[src/rtl/bcd_seq_conv_if.sv]
// rtl/bcd_seq_conv_if.sv - start/busy/done handshake and result bundle for bcd_seq_conv
interface bcd_seq_conv_if #(
    parameter int BIN_W  = 8,
    parameter int DIGITS = 3
);
    logic                  start;
    logic [BIN_W-1:0]      bin;
    logic                  busy;
    logic                  done;
    logic [4*DIGITS-1:0]   bcd;
    logic                  ovf;
    logic [DIGITS-1:0]     digit_en;

    modport master (
        output start, bin,
        input  busy, done, bcd, ovf, digit_en
    );

    modport slave (
        input  start, bin,
        output busy, done, bcd, ovf, digit_en
    );
endinterface

[src/rtl/bcd_seq_conv.sv]
// rtl/bcd_seq_conv.sv - sequential double-dabble binary-to-BCD converter, one bit per clock
// Optional leading-zero blanking of digit_en under macro BCD_LEADING_ZERO_BLANK_EN.
module bcd_seq_conv #(
    parameter int BIN_W  = 8,
    parameter int DIGITS = 3
) (
    input  logic            clk,
    input  logic            rst_n,
    bcd_seq_conv_if.slave   cv
);
    localparam int ACC_W = 4 * DIGITS;
    localparam int CNT_W = $clog2(BIN_W + 1);

    typedef enum logic {IDLE, SHIFT} state_t;

    state_t             state, state_nxt;
    logic [BIN_W-1:0]   sreg, sreg_shift;
    logic [ACC_W-1:0]   acc, acc_adj, acc_shift;
    logic               ovf_flag, ovf_shift;
    logic [CNT_W-1:0]   cnt;
    logic               busy_r, done_r, ovf_r;
    logic [ACC_W-1:0]   bcd_r;
    logic               accept, last;

    assign accept = (state == IDLE) && cv.start;
    assign last   = (state == SHIFT) && (cnt == CNT_W'(1));

    // Add-3 per digit happens before the shift so the doubled digit carries correctly.
    always_comb begin
        acc_adj = acc;
        for (int k = 0; k < DIGITS; k++) begin
            if (acc[4*k +: 4] >= 4'd5)
                acc_adj[4*k +: 4] = acc[4*k +: 4] + 4'd3;
        end
        {acc_shift, sreg_shift} = {acc_adj[ACC_W-2:0], sreg, 1'b0};
        ovf_shift = ovf_flag | acc_adj[ACC_W-1];
    end

    always_ff @(posedge clk or negedge rst_n) begin
        if (!rst_n)
            state <= IDLE;
        else
            state <= state_nxt;
    end

    always_comb begin
        state_nxt = state;
        case (state)
            IDLE:    if (cv.start) state_nxt = SHIFT;
            SHIFT:   if (cnt == CNT_W'(1)) state_nxt = IDLE;
            default: state_nxt = IDLE;
        endcase
    end

    always_ff @(posedge clk or negedge rst_n) begin
        if (!rst_n) begin
            sreg     <= '0;
            acc      <= '0;
            ovf_flag <= 1'b0;
            cnt      <= '0;
            busy_r   <= 1'b0;
            done_r   <= 1'b0;
            bcd_r    <= '0;
            ovf_r    <= 1'b0;
        end else begin
            done_r <= 1'b0;
            if (accept) begin
                sreg     <= cv.bin;
                acc      <= '0;
                ovf_flag <= 1'b0;
                cnt      <= CNT_W'(BIN_W);
                busy_r   <= 1'b1;
            end else if (state == SHIFT) begin
                sreg     <= sreg_shift;
                acc      <= acc_shift;
                ovf_flag <= ovf_shift;
                cnt      <= cnt - CNT_W'(1);
                if (last) begin
                    bcd_r  <= acc_shift;
                    ovf_r  <= ovf_shift;
                    done_r <= 1'b1;
                    busy_r <= 1'b0;
                end
            end
        end
    end

    assign cv.busy = busy_r;
    assign cv.done = done_r;
    assign cv.bcd  = bcd_r;
    assign cv.ovf  = ovf_r;

`ifdef BCD_LEADING_ZERO_BLANK_EN
    logic [DIGITS-1:0] en_nxt, en_r;
    logic              higher_nz;

    // A digit lights when it or any digit above it is nonzero; ovf lights everything.
    always_comb begin
        en_nxt    = '1;
        higher_nz = 1'b0;
        for (int k = DIGITS - 1; k >= 1; k--) begin
            higher_nz  = higher_nz | (acc_shift[4*k +: 4] != 4'd0);
            en_nxt[k]  = higher_nz | ovf_shift;
        end
        en_nxt[0] = 1'b1;
    end

    always_ff @(posedge clk or negedge rst_n) begin
        if (!rst_n)
            en_r <= '1;
        else if (last)
            en_r <= en_nxt;
    end

    assign cv.digit_en = en_r;
`else
    assign cv.digit_en = '1;
`endif
endmodule

[src/flat_wrapper.sv]
// flat-port wrapper written by rule: the top's interface ports become plain ports
module bcd_seq_conv_flat 
#(
    parameter int BIN_W  = 8,
    parameter int DIGITS = 3
)
  (clk, rst_n, cv_start, cv_bin, cv_busy, cv_done, cv_bcd, cv_ovf, cv_digit_en);
  bcd_seq_conv_if #(.BIN_W(BIN_W), .DIGITS(DIGITS)) cv_i ();
  input  logic clk;
  input  logic rst_n;
  input wire logic [$bits(cv_i.start)-1:0] cv_start;
  input wire logic [$bits(cv_i.bin)-1:0] cv_bin;
  output wire logic [$bits(cv_i.busy)-1:0] cv_busy;
  output wire logic [$bits(cv_i.done)-1:0] cv_done;
  output wire logic [$bits(cv_i.bcd)-1:0] cv_bcd;
  output wire logic [$bits(cv_i.ovf)-1:0] cv_ovf;
  output wire logic [$bits(cv_i.digit_en)-1:0] cv_digit_en;
  assign cv_i.start = cv_start;
  assign cv_i.bin = cv_bin;
  assign cv_busy = cv_i.busy;
  assign cv_done = cv_i.done;
  assign cv_bcd = cv_i.bcd;
  assign cv_ovf = cv_i.ovf;
  assign cv_digit_en = cv_i.digit_en;
  bcd_seq_conv #(.BIN_W(BIN_W), .DIGITS(DIGITS)) u_core (.clk(clk), .rst_n(rst_n), .cv(cv_i));
endmodule
[config.mk]
export PLATFORM = sky130hd
export DESIGN_NAME = bcd_seq_conv_flat
export DESIGN_NICKNAME = d
export VERILOG_FILES = /design/src/rtl/bcd_seq_conv_if.sv /design/src/rtl/bcd_seq_conv.sv /design/src/flat_wrapper.sv
export SDC_FILE = /design/constraint.sdc
export NUM_CORES = 1
export LEC_CHECK = 0
export ABC_AREA = 1
export ABC_CLOCK_PERIOD_IN_PS = 1350
export CAP_MARGIN = 25
export CORE_AREA = 2 2 94 96
export CTS_BUF_LIST = sky130_fd_sc_hd__clkbuf_4 sky130_fd_sc_hd__clkbuf_8 sky130_fd_sc_hd__clkbuf_16
export DETAILED_ROUTE_END_ITERATION = 12
export DIE_AREA = 0 0 96 98
export PLACE_DENSITY = 0.42
export SLEW_MARGIN = 20
export SYNTH_ARGS = -nofsm -noshare
export SYNTH_HDL_FRONTEND = slang
export SYNTH_SLANG_ARGS = --single-unit
[constraint.sdc]
create_clock -name clk -period 1.35 [get_ports clk]
set_input_delay 0.135 -clock clk [delete_from_list [all_inputs] [get_ports clk]]
set_output_delay 0.135 -clock clk [all_outputs]
set_load 0.03 [all_outputs]
# == Word-level counts from Yosys, hierarchy flattened ==
# Cells that the tools add are included.
# word_totals
out_inout_bits,18
in_bits,11
register_bits,41
# classes
n_reduce_logical,6
mux,20
eq_ne,1
order_cmp,3
bitwise_logic,3
add_sub_neg,4
# ops
op,n
$mux W12,2
$mux W4,5
$mux W8,2
$add A4 B2 Y4 const B,3
$ge A4 B3 Y1 const B,3
$mux W1,10
$eq A4 B1 Y1 const B,1
$reduce_bool A2 Y1,2
$sub A4 B1 Y4 const B,1
$reduce_and A3 Y1,1
$logic_and A1 B1 Y1,2
$not A1 Y1,2
$pmux W1 S2,1
$reduce_and A2 Y1,1
$or A1 B1 Y1,1

# == Logic depth before layout (Yosys ltp) ==
# Gate-level depths: netlist of run 1.
# depth
ltp_word,5
mapped_depth,8
ltp_nobuf,8

# == Worst setup path before layout of run 1 ==
# Ideal clock, no wire load.
# synth_timing
path_kind,register -> register
from,register u_core.acc[4]
to,register u_core.acc[6]
n_path_buf,0
t_arrival_ps,1139
path_slack_ps,147
period_less_slack_ps,1203
path_stages_with_launch,9
required_ps,1285
setup_ps,65
cell_sequence,dfrtp_1 -> inv_1 -> ha_1 -> inv_1 -> o21ai_2 -> nand2_1 -> nand2_1 -> nand3_1 -> nand2_1
# synth_between
elab_chain_cells,4
elab_cells_between_ends,5
classes_between,add/sub: 1; order compare: 1; mux: 3
# synth_lines
element,line_no,source
"start, declared",bcd_seq_conv.sv:18,"logic [ACC_W-1:0] acc, acc_adj, acc_shift;"
"start signal, assigned",bcd_seq_conv.sv:75,acc <= acc_shift;
$add A4 B2 Y4 or $ge A4 B3 Y1 (tied branches),"bcd_seq_conv.sv:33, bcd_seq_conv.sv:32",
$mux W4 *,bcd_seq_conv.sv:32,if (acc[4*k +: 4] >= 4'd5)
$mux W12 *,bcd_seq_conv.sv:73,end else if (state == SHIFT) begin
$mux W12 *,bcd_seq_conv.sv:67,if (accept) begin
# Mark *: on every way between the ends. The rest lies on a longest branch, timed or not. The select of a mux whose other input is x is not followed.
# A chain may end at the register's enable or synchronous reset.

# == Final worst setup path of run 1 ==
# layout_timing
from,register u_core.acc[8]
to,register u_core.acc[9]
# The elaborated chain is that of the path after synthesis.

==> results.md, run 1 <==
Yosys:
- The share of synthesized cell area in and, or, nand and nor gates is 24.5%.
- Synthesis produced approximately 230 cells.
- The main combinational cell family by area after synthesis is simple AND/OR/NAND/NOR gates.
- In this run the mean area of a mapped cell was a little under 9 um2.
- Of the synthesized area, sequential elements account for 50.6%.
- In this run the cell area of the synthesized design comes to between 0.002 and 0.0025 mm2.
- After synthesis, the share of cell area in mux cells is 0%.
- The yosys synthesis warning count is 0.
- The synthesized netlist contains 25 unique library cells.
- The fraction of synthesized cell area in xor and xnor cells is 0%.
- The arithmetic-cell share of the synthesized area counting full adders, half adders and majority gates is 4.94%.
- After synthesis the netlist holds a flip-flop and latch count of a little over 40.
- The compound-cell area share of the yosys netlist is 9.76%.

Global route:
- The pin count of the biggest net entering global routing is 42.
- The first global-routing pass estimated around 7.3 mm of wire.
- Global routing finished with a remaining overflow of 0.
- The aggregate global-route resource usage is between 9 and 10%.
- In the global route stage, met2 resource usage came out at between 10% and 20%.
- The number of global-route vias before repair was approximately 1.6k.
- In this run the most used layer during global routing was met2.
- For met1 alone, demand over resource in global routing was 13.9%.
- The initial antenna violation count came to 0.
- The met3 usage is about 2.9%.

Floorplan:
- The initialized floorplan defines 34 standard-cell rows.
- From bottom edge to top edge, the die measures ~98 um.
- The initial core utilization is between 20% and 30%.
- The die covers around 0.0094 mm2.
- The die is roughly 96 um wide.
- The number of ports placed on the die boundary is 29.
- After floorplanning, the core was sized to cover between 0.008 and 0.009 mm2.

Worst setup path:
- The required time of the worst setup path is between 1500 and 2000 ps.
- STA classifies the critical path endpoint as a flip-flop.
- The sort of element at the start of the critical path is a flip-flop.
- The launch point of the worst path is u_core.acc[8].
- The maximum fanout count along the critical path is 4.
- The capture instance of the worst register-to-register path is u_core.acc[9].
- The signal on the critical path passes through inv_2 -> ha_4 -> inv_2 -> o21ai_4 -> nand2_2 -> nand2_2 -> nand3_2 -> nand2_1.
- On the worst path, the slowest cell contributes a delay of ~420 ps.
- The worst register-to-register path begins at u_core.acc[8].
- The standard cell with the maximum stage delay on the critical path is sky130_fd_sc_hd__dfrtp_1.
- Among cell families on the critical path, the largest total delay comes from flip-flops.
- The endpoint of the most critical setup path is u_core.acc[9].
- Counting both buffers and inverters, the worst setup path holds a total of 2.
- The number of cells on the worst reg-to-reg path is 8.
- Data arrives at the worst endpoint at ~1500 ps.
- The critical path is of the reg2reg type.
- The critical path runs through a total of 8 cells.
- Setup slack on the worst reg-to-reg path comes out at a little over 60 ps.

Hold path:
- The worst hold path class is in2async.

STA:
- Between clock sinks in the finished design, the worst skew comes to roughly 4.6 ps.
- The time the final worst path needs with I/O delays and setup is roughly 1300 ps.
- The worst path setup slack after routing is between 60 and 70 ps.
- The final number of max-transition violations is 0.
- The post-route fraction of the period consumed by the critical path is between 90% and 100%.
- The number of failing hold endpoints at the final stage is 0.
- The final number of setup-violating endpoints is 0.
- Timing would allow up to about 780 MHz.

Drt:
- The remaining routing DRC violations is 0.
- Using the TritonRoute via totals, the vias-per-cell ratio works out to 4.16.
- After detailed routing, the average wire length per cell comes to approximately 12 um.
- The routed design has 4.44 mm of wire.
- The routed layout has 1,595 vias.
- Once detail routing completed, the nets flagged for antenna violations numbered 0.
- The DRC marker count from the first detailed-route iteration is 58.
- The pre-antenna-repair detailed-routing pass consisted of 4 iterations.

Layout:
- Of the cells placed in the final design, the portion with a size suffix greater than 1 is roughly 22%.
- The signed area change from the synthesized netlist to the final layout is 30.5%.
- Cells fill 31.2% of the core in the end.
- The repair_antennas step left the layout with diodes totalling 0.
- For this run, the post-layout net count is between 200 and 300.

Status:
- The run finished with clean final reports.

Clocking:
- The cell at the root of the clock tree is sky130_fd_sc_hd__clkbuf_8.
- The number of H-tree levels is 2.
- The maximum number of buffers from clock root to sink is 2.
- Buffers inserted during clock tree synthesis total 5.
- The clock slew seen by the registers of the worst setup and hold paths is roughly 80 ps.
- TritonCTS built the clock tree.
- Clock latency on the worst-skew pair, taken at its later pin, is 290 ps.
- The total clock sinks is 41.

Pwr:
- The post-layout total power is 0.00653 W.
- The power per standard cell area is 2470 mW/mm2.
- In this run the static leakage power is ~1.3 nW.
- The worst-case IR drop observed on VDD is about 0.69 mV.

Placement:
- The worst slack at placement is around 25 ps.
- Routability-driven placement finished with a final weighted congestion of ~0.73.
- The count of buffers added on input and output ports is 25.
- Once detailed placement completed, the half-perimeter wirelength came to 2.92 mm.

Job:
- Max-cap violations in this run came to 0.
-- worst min-delay path, cell delays in order --
cell	delay, ps
sky130_fd_sc_hd__dlygate4sd3_1	520
sky130_fd_sc_hd__buf_2	120
sky130_fd_sc_hd__buf_12	240
-- report_power, final --
group / leakage, nW / internal [W] / switching [W] / total (W)
logic: 0.744 / 0.00135 / 0.00218 / 0.00353
clock network: 0.0477 / 0.000426 / 0.000409 / 0.000835
registers: 0.508 / 0.00180 / 0.000372 / 0.00217
total: 1.30 / 0.00357 / 0.00296 / 0.00653
-- cells in the mapped netlist --
master,number,area (um2)
sky130_fd_sc_hd__dfrtp_1,41,1030
sky130_fd_sc_hd__nor2_4,1,11.3
sky130_fd_sc_hd__buf_4,3,22.5
sky130_fd_sc_hd__buf_2,3,15.0
sky130_fd_sc_hd__nand3_2,4,40.0
sky130_fd_sc_hd__o22ai_1,3,18.8
sky130_fd_sc_hd__buf_12,1,20.0
sky130_fd_sc_hd__ha_1,8,100
sky130_fd_sc_hd__o21ai_2,2,17.5
sky130_fd_sc_hd__nand3_4,1,17.5
sky130_fd_sc_hd__nor2_2,1,6.26
sky130_fd_sc_hd__nand2_1,77,289
sky130_fd_sc_hd__nor2_1,5,18.8
sky130_fd_sc_hd__o21ai_0,16,80.1
sky130_fd_sc_hd__nand2_2,1,6.26
sky130_fd_sc_hd__o221ai_1,7,61.3
sky130_fd_sc_hd__conb_1,1,3.75
sky130_fd_sc_hd__nand4_1,1,6.26
sky130_fd_sc_hd__inv_2,2,7.51
sky130_fd_sc_hd__inv_4,1,6.26
sky130_fd_sc_hd__o21ai_1,2,10.0
sky130_fd_sc_hd__inv_1,29,109
sky130_fd_sc_hd__buf_6,2,22.5
sky130_fd_sc_hd__a21oi_1,2,10.0
sky130_fd_sc_hd__nand3_1,20,100
-- placed cells by master, fill, tap and decap left out, drive strengths merged --
| cell | netlist | final |
|---|---|---|
| a21oi | 2 | 2 |
| buf | 9 | 16 |
| clkbuf | 0 | 7 |
| clkdlybuf4s50 | 0 | 9 |
| conb | 1 | 3 |
| dfrtp | 41 | 41 |
| dlygate4sd2 | 0 | 15 |
| dlygate4sd3 | 0 | 1 |
| ha | 8 | 8 |
| inv | 32 | 32 |
| nand2 | 78 | 78 |
| nand3 | 25 | 25 |
| nand4 | 1 | 1 |
| nor2 | 7 | 7 |
| o21ai | 20 | 20 |
| o221ai | 7 | 7 |
| o22ai | 3 | 3 |
-- state kept, by name, indices dropped and copies added (netlist names) --
register / count
u_core.cv.ovf: 1
u_core.cnt: 4
u_core.sreg: 8
u_core.cv.busy: 1
u_core.cv.bcd: 12
u_core.ovf_flag: 1
u_core.cv.done: 1
u_core.acc: 12
u_core.state: 1
-- worst min-delay path by stage --
stage,end
after global routing,u_core.cv.bcd[0]
final,u_core.cv.bcd[0]
after detailed placement,u_core.cv.busy
after CTS,u_core.sreg[3]
after floorplan,u_core.acc[0]
after global placement,u_core.cv.busy
-- cell type report --
cell class,instances,area [um2]
fillers,912,5820
well taps,108,135
flip-flops and latches,41,1030
repair buffers,41,362
multi-input cells,154,908
clock buffers,7,90.1
inverters,32,123
-- cells by family (layout without fill, tap and decap cells) --
logic type,Yosys count,count (layout)
AO/OA/AOI/OAI,32,32
adder cells (fa/ha/maj),8,8
buffers and inverters,41,80
flip-flops,41,41
other,1,3
AND/OR/NAND/NOR,111,111
-- metal layers --
layer / share of wire, % / vias to the layer above / routed length (um)
met5: 0 / - / 0
met4: 1.1 / 0 / 47
met2: 46 / 27 / 2020
met3: 3.9 / 7 / 174
met1: 49 / 737 / 2200
li1: - / 824 / -
-- metrics by stage --
stage,instance area [um2],TNS (ps),cells,hold WS (ps)
final,2640,0,383,355
after global routing,2640,-41.7,383,370
after CTS,2500,0,378,353
after detailed placement,2420,0,370,133
after global placement,2420,0,370,131
after floorplan,2030,0,236,-161
-- what timing repair did --
action,4_1_cts,5_1_grt
buffers inserted,0,5
hold buffers,1,0
setup endpoints to repair,15,18
pin swaps,0,10
hold endpoints to repair,41,0
gates resized for setup,15,32
No activity file was read; power rests on OpenSTA's default activity.
==> run 2, diff against run 1 <==
--- a/config.mk
+++ b/config.mk
@@ -5,13 +5,13 @@
 export SDC_FILE = /design/constraint.sdc
 export NUM_CORES = 1
 export LEC_CHECK = 0
-export ABC_AREA = 1
 export ABC_CLOCK_PERIOD_IN_PS = 1350
 export CAP_MARGIN = 25
-export CORE_AREA = 2 2 94 96
+export CORE_AREA = 2 2 92 94
 export CTS_BUF_LIST = sky130_fd_sc_hd__clkbuf_4 sky130_fd_sc_hd__clkbuf_8 sky130_fd_sc_hd__clkbuf_16
 export DETAILED_ROUTE_END_ITERATION = 12
-export DIE_AREA = 0 0 96 98
+export DIE_AREA = 0 0 94 96
+export GPL_TIMING_DRIVEN = 1
 export PLACE_DENSITY = 0.42
 export SLEW_MARGIN = 20
 export SYNTH_ARGS = -nofsm -noshare
==> run 2 against run 1 <==
Net effect:
- the run now ends with negative setup slack left
- sequential power rose by 4%
- fmax down 19%
- sequential share of layout area decreased by 3.2 points
- non-clock buffer count rose by 23
- first-iteration DRC count shrank 31%
- count of clock-buffer cells in the layout is the same
- setup slack got worse by 310 ps
- synthesized area fell by 4.3%
- largest cell class unchanged
==> results.md, run 2 <==
Floorplan:
- From left edge to right edge, the die measures about 94 um.
- The number of ports placed on the die boundary is 29.
- The initial core utilization is between 20% and 30%.
- The die covers approximately 0.0090 mm2.
- After floorplanning, the core was sized to cover roughly 0.0081 mm2.
- The floorplan has 33 rows.
- The die height is between 90 and 100 um.

STA:
- The tightest hold margin is 341 ps.
- The worst max-slew margin expressed relative to the limit is ~67%.
- The final number of max-transition violations is 0.
- Between clock sinks in the finished design, the worst skew comes to about 6.3 ps.
- The final number of setup-violating endpoints is 19.
- The post-route fraction of the period consumed by the critical path is 118%.
- Setup repair after global routing could not meet its margin everywhere.
- The number of failing hold endpoints at the final stage was 0.
- The top achievable clock speed is between 600 and 700 MHz.
- The worst path in the final design needs a cycle of 1600 ps, including I/O delays and setup.
- Adding up every negative setup slack in the final design gives -3190 ps.
- At the pin with the least slew margin, the transition time is ~490 ps.
- The worst path setup slack after routing is -248 ps.

Placement:
- Port buffering added 25 buffers.
- Detailed placement finished with a half-perimeter wire length of between 2 and 3 mm.
- The placer congestion estimate is 0.729.

Yosys:
- Synthesis produced ~190 cells.
- By count the netlist is led by 41 x sky130_fd_sc_hd__dfrtp_1, 23 x sky130_fd_sc_hd__nand2_1, 20 x sky130_fd_sc_hd__o21ai_0, 12 x sky130_fd_sc_hd__inv_1.
- Yosys attributes the largest share of cell area to sky130_fd_sc_hd__dfrtp_1 53%, sky130_fd_sc_hd__ha_1 5.2%, sky130_fd_sc_hd__mux2i_1 5.2%.
- Dividing the synthesized area by the synthesized cell count gives between 10 and 15 um2.
- The top cell type by total area after synthesis is sky130_fd_sc_hd__dfrtp_1.
- Sequential elements use 52.9% of the synthesized area.
- The yosys synthesis warning count is 0.
- The flip-flop and latch count after synthesis is roughly 40.
- The area share of the largest cell type after synthesis is a little over half.
- The main flop type after synthesis is sky130_fd_sc_hd__dfrtp_1.
- The mapped cell area is 0.00194 mm2.
- The number of unique standard cell types used by synthesis is 29.
- The most common cell in the netlist is sky130_fd_sc_hd__dfrtp_1.
- In this run, synthesis inferred 0 flip-flops with an integrated enable.
- In the synthesized netlist the async set-or-reset flop fraction comes to 100%.

Pwr:
- Dividing total power by cell area gives a power density of approximately 2500 mW/mm2.
- In this run the static leakage power is between 1 and 1.5 nW.
- The worst voltage drop across the vdd grid is between 0.7 and 0.8 mV.

Clocking:
- The root buffer cell chosen for the clock tree is sky130_fd_sc_hd__clkbuf_8.
- The maximum number of buffers from clock root to sink is 2.
- The number of H-tree levels is 2.
- The number of buffers added by the clock tree synthesis step is 5.
- For the worst-skew pair, the clock arrives at the later sink with an insertion delay of 300 ps.
- After clock tree synthesis, the clock-pin slew on the worst setup and hold paths is about 80 ps.
- The clock tree from TritonCTS is yes.
- The total clock sinks is roughly 40.

Global route:
- The pin count of the biggest net entering global routing is 42.
- The first-pass GRT wire length is between 7 and 8 mm.
- The total congestion overflow after global routing is 0.
- The aggregate global-route resource usage is between 10% and 20%.
- The number of global-route vias before repair is approximately 1.6k.
- The initial antenna violation count is 0.

Worst setup path:
- The required time of the worst setup path is 1530 ps.
- In this run the worst path has a maximum fanout of 8.
- By startpoint and endpoint, the worst setup path is classified as reg2reg.
- In this run the critical register-to-register path is captured at u_core.cv.bcd[6].
- For the worst setup path, the data arrival time is between 1500 and 2000 ps.
- The capturing element type of the critical path is a flip-flop.
- Counting cells, the worst reg-to-reg path comes to 5.
- The flop-to-flop setup slack is -250 ps.
- The reg-to-reg critical path startpoint is u_core.cnt[1].
- The sort of element at the start of the critical path is a flip-flop.

Layout:
- The leading cell type in the layout, fill and taps excluded is sky130_fd_sc_hd__dfrtp_1.
- The count of nets after finishing is 272.
- The signed area change from the synthesized netlist to the final layout is 48.5%.
- The library cells used most frequently in the layout, excluding fill and tap cells, are 41 x sky130_fd_sc_hd__dfrtp_1, 34 x sky130_fd_sc_hd__buf_4, 23 x sky130_fd_sc_hd__nand2_1.
- The repair_antennas step left the layout with diodes totalling 0.
- The layout cell share with drive strength beyond 1 is ~34%.

Hold path:
- The worst hold path class is in2async.

Drt:
- Once detail routing completed, the nets flagged for antenna violations numbered 0.
- For this run, design rule violations remaining after detail routing come to 0.
- The total via count in the routed design is 1,523.
- For this block, the initial DRC count from the detailed router was 40.
- The average routed wire per standard cell is about 13 um.
- After detailed routing, the number of vias per cell comes to approximately 4.2.
- The overall routed net length is around 4.6 mm.
- The first detailed-routing pass took 4 iterations.

Job:
- Across the run, the number of max-cap violations was 0.

Status:
- The flow ran to the end, but the final reports show violations.
- The checks that failed: negative setup slack.
-- run 2: final cells by class --
| cell class | count | area (um2) |
|---|---|---|
| tap | 105 | 131 |
| clock inverter | 1 | 5.00 |
| clock buffer | 7 | 96.3 |
| inverter | 14 | 65.1 |
| multi-input combinational | 127 | 1010 |
| fill | 859 | 5170 |
| sequential | 41 | 1030 |
| timing repair buffer | 64 | 546 |
-- run 2: cells by family (layout without fill, tap and decap cells) --
family	Yosys count	count (layout)	share of synthesized area (%)
compound gates	44	44	12.8
other cells	1	3	0.193
flops	41	41	52.9
simple gates	51	51	12.0
buf+inv	25	86	5.94
mux	16	16	8.65
fa+ha+maj	8	8	5.16
xor+xnor	5	5	2.26
-- run 2: timing repair --
item	in CTS	in global routing
endpoints found under the setup margin	38	28
setup buffers	7	3
hold endpoints to repair	41	0
pin swaps	8	5
gates resized for setup	34	18
hold buffers	1	0
-- run 2: worst max path at each step --
stage                             endpoint     startpoint  cells past startpoint
final                     u_core.cv.bcd[6]  u_core.cnt[1]                      5
after global routing      u_core.cv.bcd[6]  u_core.cnt[1]                      5
after CTS                 u_core.cv.bcd[6]  u_core.cnt[1]                      5
after detailed placement  u_core.cv.bcd[6]  u_core.cnt[1]                      5
after global placement    u_core.cv.bcd[5]  u_core.cnt[1]                      5
after floorplan           u_core.cv.bcd[1]  u_core.cnt[1]                      6
-- run 2: critical path, cell delays in order, from the launching register on --
cell and delay (ps):
sky130_fd_sc_hd__dfrtp_1 390, sky130_fd_sc_hd__inv_2 80, sky130_fd_sc_hd__ha_4 120, sky130_fd_sc_hd__or4b_4 500
sky130_fd_sc_hd__clkinv_8 100, sky130_fd_sc_hd__mux2_4 300
-- run 2: routing by layer --
layer	vias up	GRT usage, %	part of all wire, %
met5	-	0	0
met4	0	3.26	0.87
met2	26	18.8	47
li1	765	-	-
met3	4	3.68	3.9
met1	728	13.9	48
-- run 2: report_power, final --
part / internal [W] / leakage (nW) / total, W / switching, W
clock: 0.000463 / 0.0542 / 0.000900 / 0.000437
combinational: 0.00205 / 0.774 / 0.00405 / 0.00200
sequential: 0.00179 / 0.509 / 0.00225 / 0.000455
total: 0.00431 / 1.34 / 0.00720 / 0.00289
-- run 2: through the flow --
| stage | setup slack (ps) | area, um2 | power (W) | instances | utilization [%] |
|---|---|---|---|---|---|
| 2_1_floorplan | -294 | 2020 | 0.00440 | 193 | - |
| 3_3_place_gp | -237 | 2550 | 0.00570 | 340 | 31.7 |
| 3_5_place_dp | -255 | 2550 | 0.00571 | 340 | 31.7 |
| 4_1_cts | -230 | 2790 | 0.00693 | 356 | 34.6 |
| 5_1_grt | -291 | 2880 | 0.00777 | 359 | 35.8 |
| 6_report | -248 | 2880 | 0.00720 | 359 | 35.8 |
==> run 3, diff against run 2 <==
--- a/config.mk
+++ b/config.mk
@@ -5,12 +5,12 @@
 export SDC_FILE = /design/constraint.sdc
 export NUM_CORES = 1
 export LEC_CHECK = 0
-export ABC_CLOCK_PERIOD_IN_PS = 1350
+export ABC_CLOCK_PERIOD_IN_PS = 1700
 export CAP_MARGIN = 25
-export CORE_AREA = 2 2 92 94
+export CORE_AREA = 4 4 94 96
 export CTS_BUF_LIST = sky130_fd_sc_hd__clkbuf_4 sky130_fd_sc_hd__clkbuf_8 sky130_fd_sc_hd__clkbuf_16
 export DETAILED_ROUTE_END_ITERATION = 12
-export DIE_AREA = 0 0 94 96
+export DIE_AREA = 0 0 98 100
 export GPL_TIMING_DRIVEN = 1
 export PLACE_DENSITY = 0.42
 export SLEW_MARGIN = 20
==> constraint.sdc (replaced) <==
create_clock -name clk -period 1.7 [get_ports clk]
set_input_delay 0.17 -clock clk [delete_from_list [all_inputs] [get_ports clk]]
set_output_delay 0.17 -clock clk [all_outputs]
set_load 0.03 [all_outputs]
==> run 3 against run 2 <==
Net effect:
- the run now ends clean
- clock power is 26% lower
- register-to-register slack gained 320 ps
- first-iteration DRC count down 10%
- count of clock-buffer cells in the layout did not move
- clock skew down 2.6 ps
- cell count shrank 6.7%
- global-route usage shrank 1.8 points
- critical path type unchanged
- sequential share of layout area grew 5.3 points
==> results.md, run 3 (same netlist as run 2, synthesis figures left out) <==
Global route:
- The fraction of met2 tracks used by global routing is 15.4%.
- The total congestion overflow after global routing is 0.
- met2 is the most crowded layer.
- The first-pass GRT wire length is between 7 and 8 mm.
- Across every metal layer, demand over resource in global routing totals a little under a tenth.
- The pin count of the biggest net entering global routing is 32.
- Global routing used roughly 12% of the available met1 tracks.
- The number of global-route vias before repair is 1,486.
- The met3 usage is roughly 2.7%.
- The initial antenna violation count is 0.

STA:
- Setup violations remaining at the end of the flow were counted as 0.
- The post-route fraction of the period consumed by the critical path is 95.5%.
- The top achievable clock speed is approximately 620 MHz.
- Setup repair after global routing left no endpoint under its margin.
- The final number of max-transition violations is 0.
- The worst path needs approximately 1600 ps of the cycle, external delays included.
- The slew of the pin with the lowest slew margin is 530 ps.
- The number of failing hold endpoints at the final stage is 0.
- The post-route clock skew is ~3.7 ps.
- The worst max-slew margin expressed relative to the limit is roughly 65%.
- Adding up every negative setup slack in the final design gives 0 ps.

Worst setup path:
- At the worst endpoint, the required time is approximately 1900 ps.
- The capturing element type of the critical path is a flip-flop.
- The kind of cell adding the most delay to the critical path is simple AND/OR/NAND/NOR gates.
- The largest individual stage delay along the critical path comes from the cell sky130_fd_sc_hd__or4b_4.
- The total buffers and inverters traversed by the critical path is 2.
- The critical path's largest stage delay is roughly 500 ps.
- Traced cell by cell, the critical path runs through inv_2 -> ha_1 -> or4b_4 -> inv_8 -> mux2_2.
- The classification of the worst setup path is reg2reg.
- The maximum fanout count along the critical path is 8.
- The startpoint identified for the worst register-to-register timing path is u_core.cnt[1].
- For the worst setup path, the data arrival time is roughly 1800 ps.
- The worst setup path is launched from a flip-flop.
- In this run the worst setup path begins at u_core.cnt[1].

Hold path:
- The worst hold path class is in2async.

Clocking:
- The clock slew seen by the registers of the worst setup and hold paths is 80 ps.
- The cell at the root of the clock tree is sky130_fd_sc_hd__clkbuf_8.
- The maximum number of buffers from clock root to sink is 2.
- For the worst-skew pair, the clock arrives at the later sink with an insertion delay of ~290 ps.
- In this run the number of H-tree levels came out at 2.
- The total clock sinks is 41.
- TritonCTS built the clock tree.
- The number of buffers added by the clock tree synthesis step is 5.

Layout:
- The layout cell share with drive strength beyond 1 is 15.2%.
- The diode insertion count for antenna repair is 0.
- The area growth from synthesis to layout is 29.2%.
- The count of nets after finishing is 249.
- In the layout the commonest cells are 41 x sky130_fd_sc_hd__dfrtp_1, 24 x sky130_fd_sc_hd__clkdlybuf4s50_1, 23 x sky130_fd_sc_hd__nand2_1.
- The leading cell type in the layout, fill and taps excluded is sky130_fd_sc_hd__dfrtp_1.

Drt:
- Detailed routing inserted a total of 1,429 vias.
- Once detail routing completed, the nets flagged for antenna violations numbered 0.
- The final layout contains routed wiring with a total length of 4.27 mm.
- The average routed wire per standard cell is between 10 and 15 um.
- In the routed layout, each cell is associated on average with a via count of about 4.3.
- After detailed routing, the number of remaining DRC violations is 0.
- The DRC marker count from the first detailed-route iteration is 36.
- The first TritonRoute pass finished after 3 iterations.

Floorplan:
- Once the floorplan was initialized, standard cells occupied 24.1% of the core.
- The number of ports placed on the die boundary is 29.
- The x dimension of the die is approximately 98 um.
- The core footprint is ~0.008 mm2.
- The die height is 100 um.
- The die covers just under 0.01 mm2.
- The number of placement rows is 33.

Placement:
- Input and output buffers added on the ports amount to 25.
- The final HPWL from detailed placement is ~3.1 mm.
- At the end of routability-driven placement, the weighted congestion stood at approximately 0.74.

Status:
- The run finished with clean final reports.

Pwr:
- Power spread over the standard cell area amounts to roughly 1900 mW/mm2.
- After layout, the design draws a total of ~0.0048 W.
- IR analysis of the VDD net gives a maximum drop of between 0.4 and 0.5 mV.
- The standby leakage power is between 1 and 1.5 nW.

Job:
- Max-cap violations in this run came to 0.
-- run 3: cell types whose count changed in the layout (fill, tap and decap cells not counted), sizes merged --
cell,change
inv,+1
clkdlybuf4s50,+15
dlygate4sd2,-15
clkinv,-2
buf,-23
-- run 3: through the flow --
step / worst slack (ps) / hold WS [ps] / utilization (%) / instances / cell area (um2)
finish: 77.3 / 388 / 31.1 / 335 / 2500
global route: 22.0 / 426 / 31.1 / 335 / 2500
CTS: 19.1 / 404 / 30.7 / 333 / 2470
detailed placement: 4.24 / 183 / 29.4 / 325 / 2370
global placement: 39.1 / 182 / 29.4 / 325 / 2370
floorplan: 25.9 / -126 / - / 193 / 1950
-- run 3: final timing paths --
check	end	slack [ps]	depth (start not counted)
setup reg to reg	u_core.cv.bcd[9]	80	5
hold reg to reg	u_core.cv.bcd[4]	480	2
min in group clk	u_core.cv.bcd[4]	480	2
max in group asynchronous	u_core.state	820	3
hold / removal	u_core.cv.ovf	390	2
setup / recovery	u_core.cv.bcd[9]	80	5
-- run 3: worst register-to-register path, delay by kind of cell, from the launching register on --
kind,cells,cell delay [ps]
adder cells (fa/ha/maj),1,120
buffers and inverters,2,170
flip-flops,1,390
multiplexers,1,330
AND/OR/NAND/NOR,1,500
-- run 3: final cells by class --
cell class	count	area (um2)
well taps	105	131
multi-input cells	127	816
inverters	14	60.1
flip-flops and latches	41	1030
fillers	859	5550
clock buffers	7	90.1
repair buffers	41	380
-- run 3: timing repair --
| item | in CTS | in global routing |
|---|---|---|
| resized for setup | 1 | 5 |
| setup buffers | 0 | 2 |
| setup endpoints to repair | 3 | 8 |
| pin swaps | 0 | 0 |
| hold endpoints to repair | 20 | 0 |
| hold buffers | 1 | 0 |
-- run 3: power by group --
group / switching (W) / internal [W]
registers: 0.000319 / 0.00143
clock network: 0.000327 / 0.000339
logic: 0.00129 / 0.00109
-- run 3: per-layer routing --
metal	up-vias	share of wire, %
met4	0	0.68
li1	713	-
met5	-	0
met1	683	48
met3	4	5.1
met2	29	46
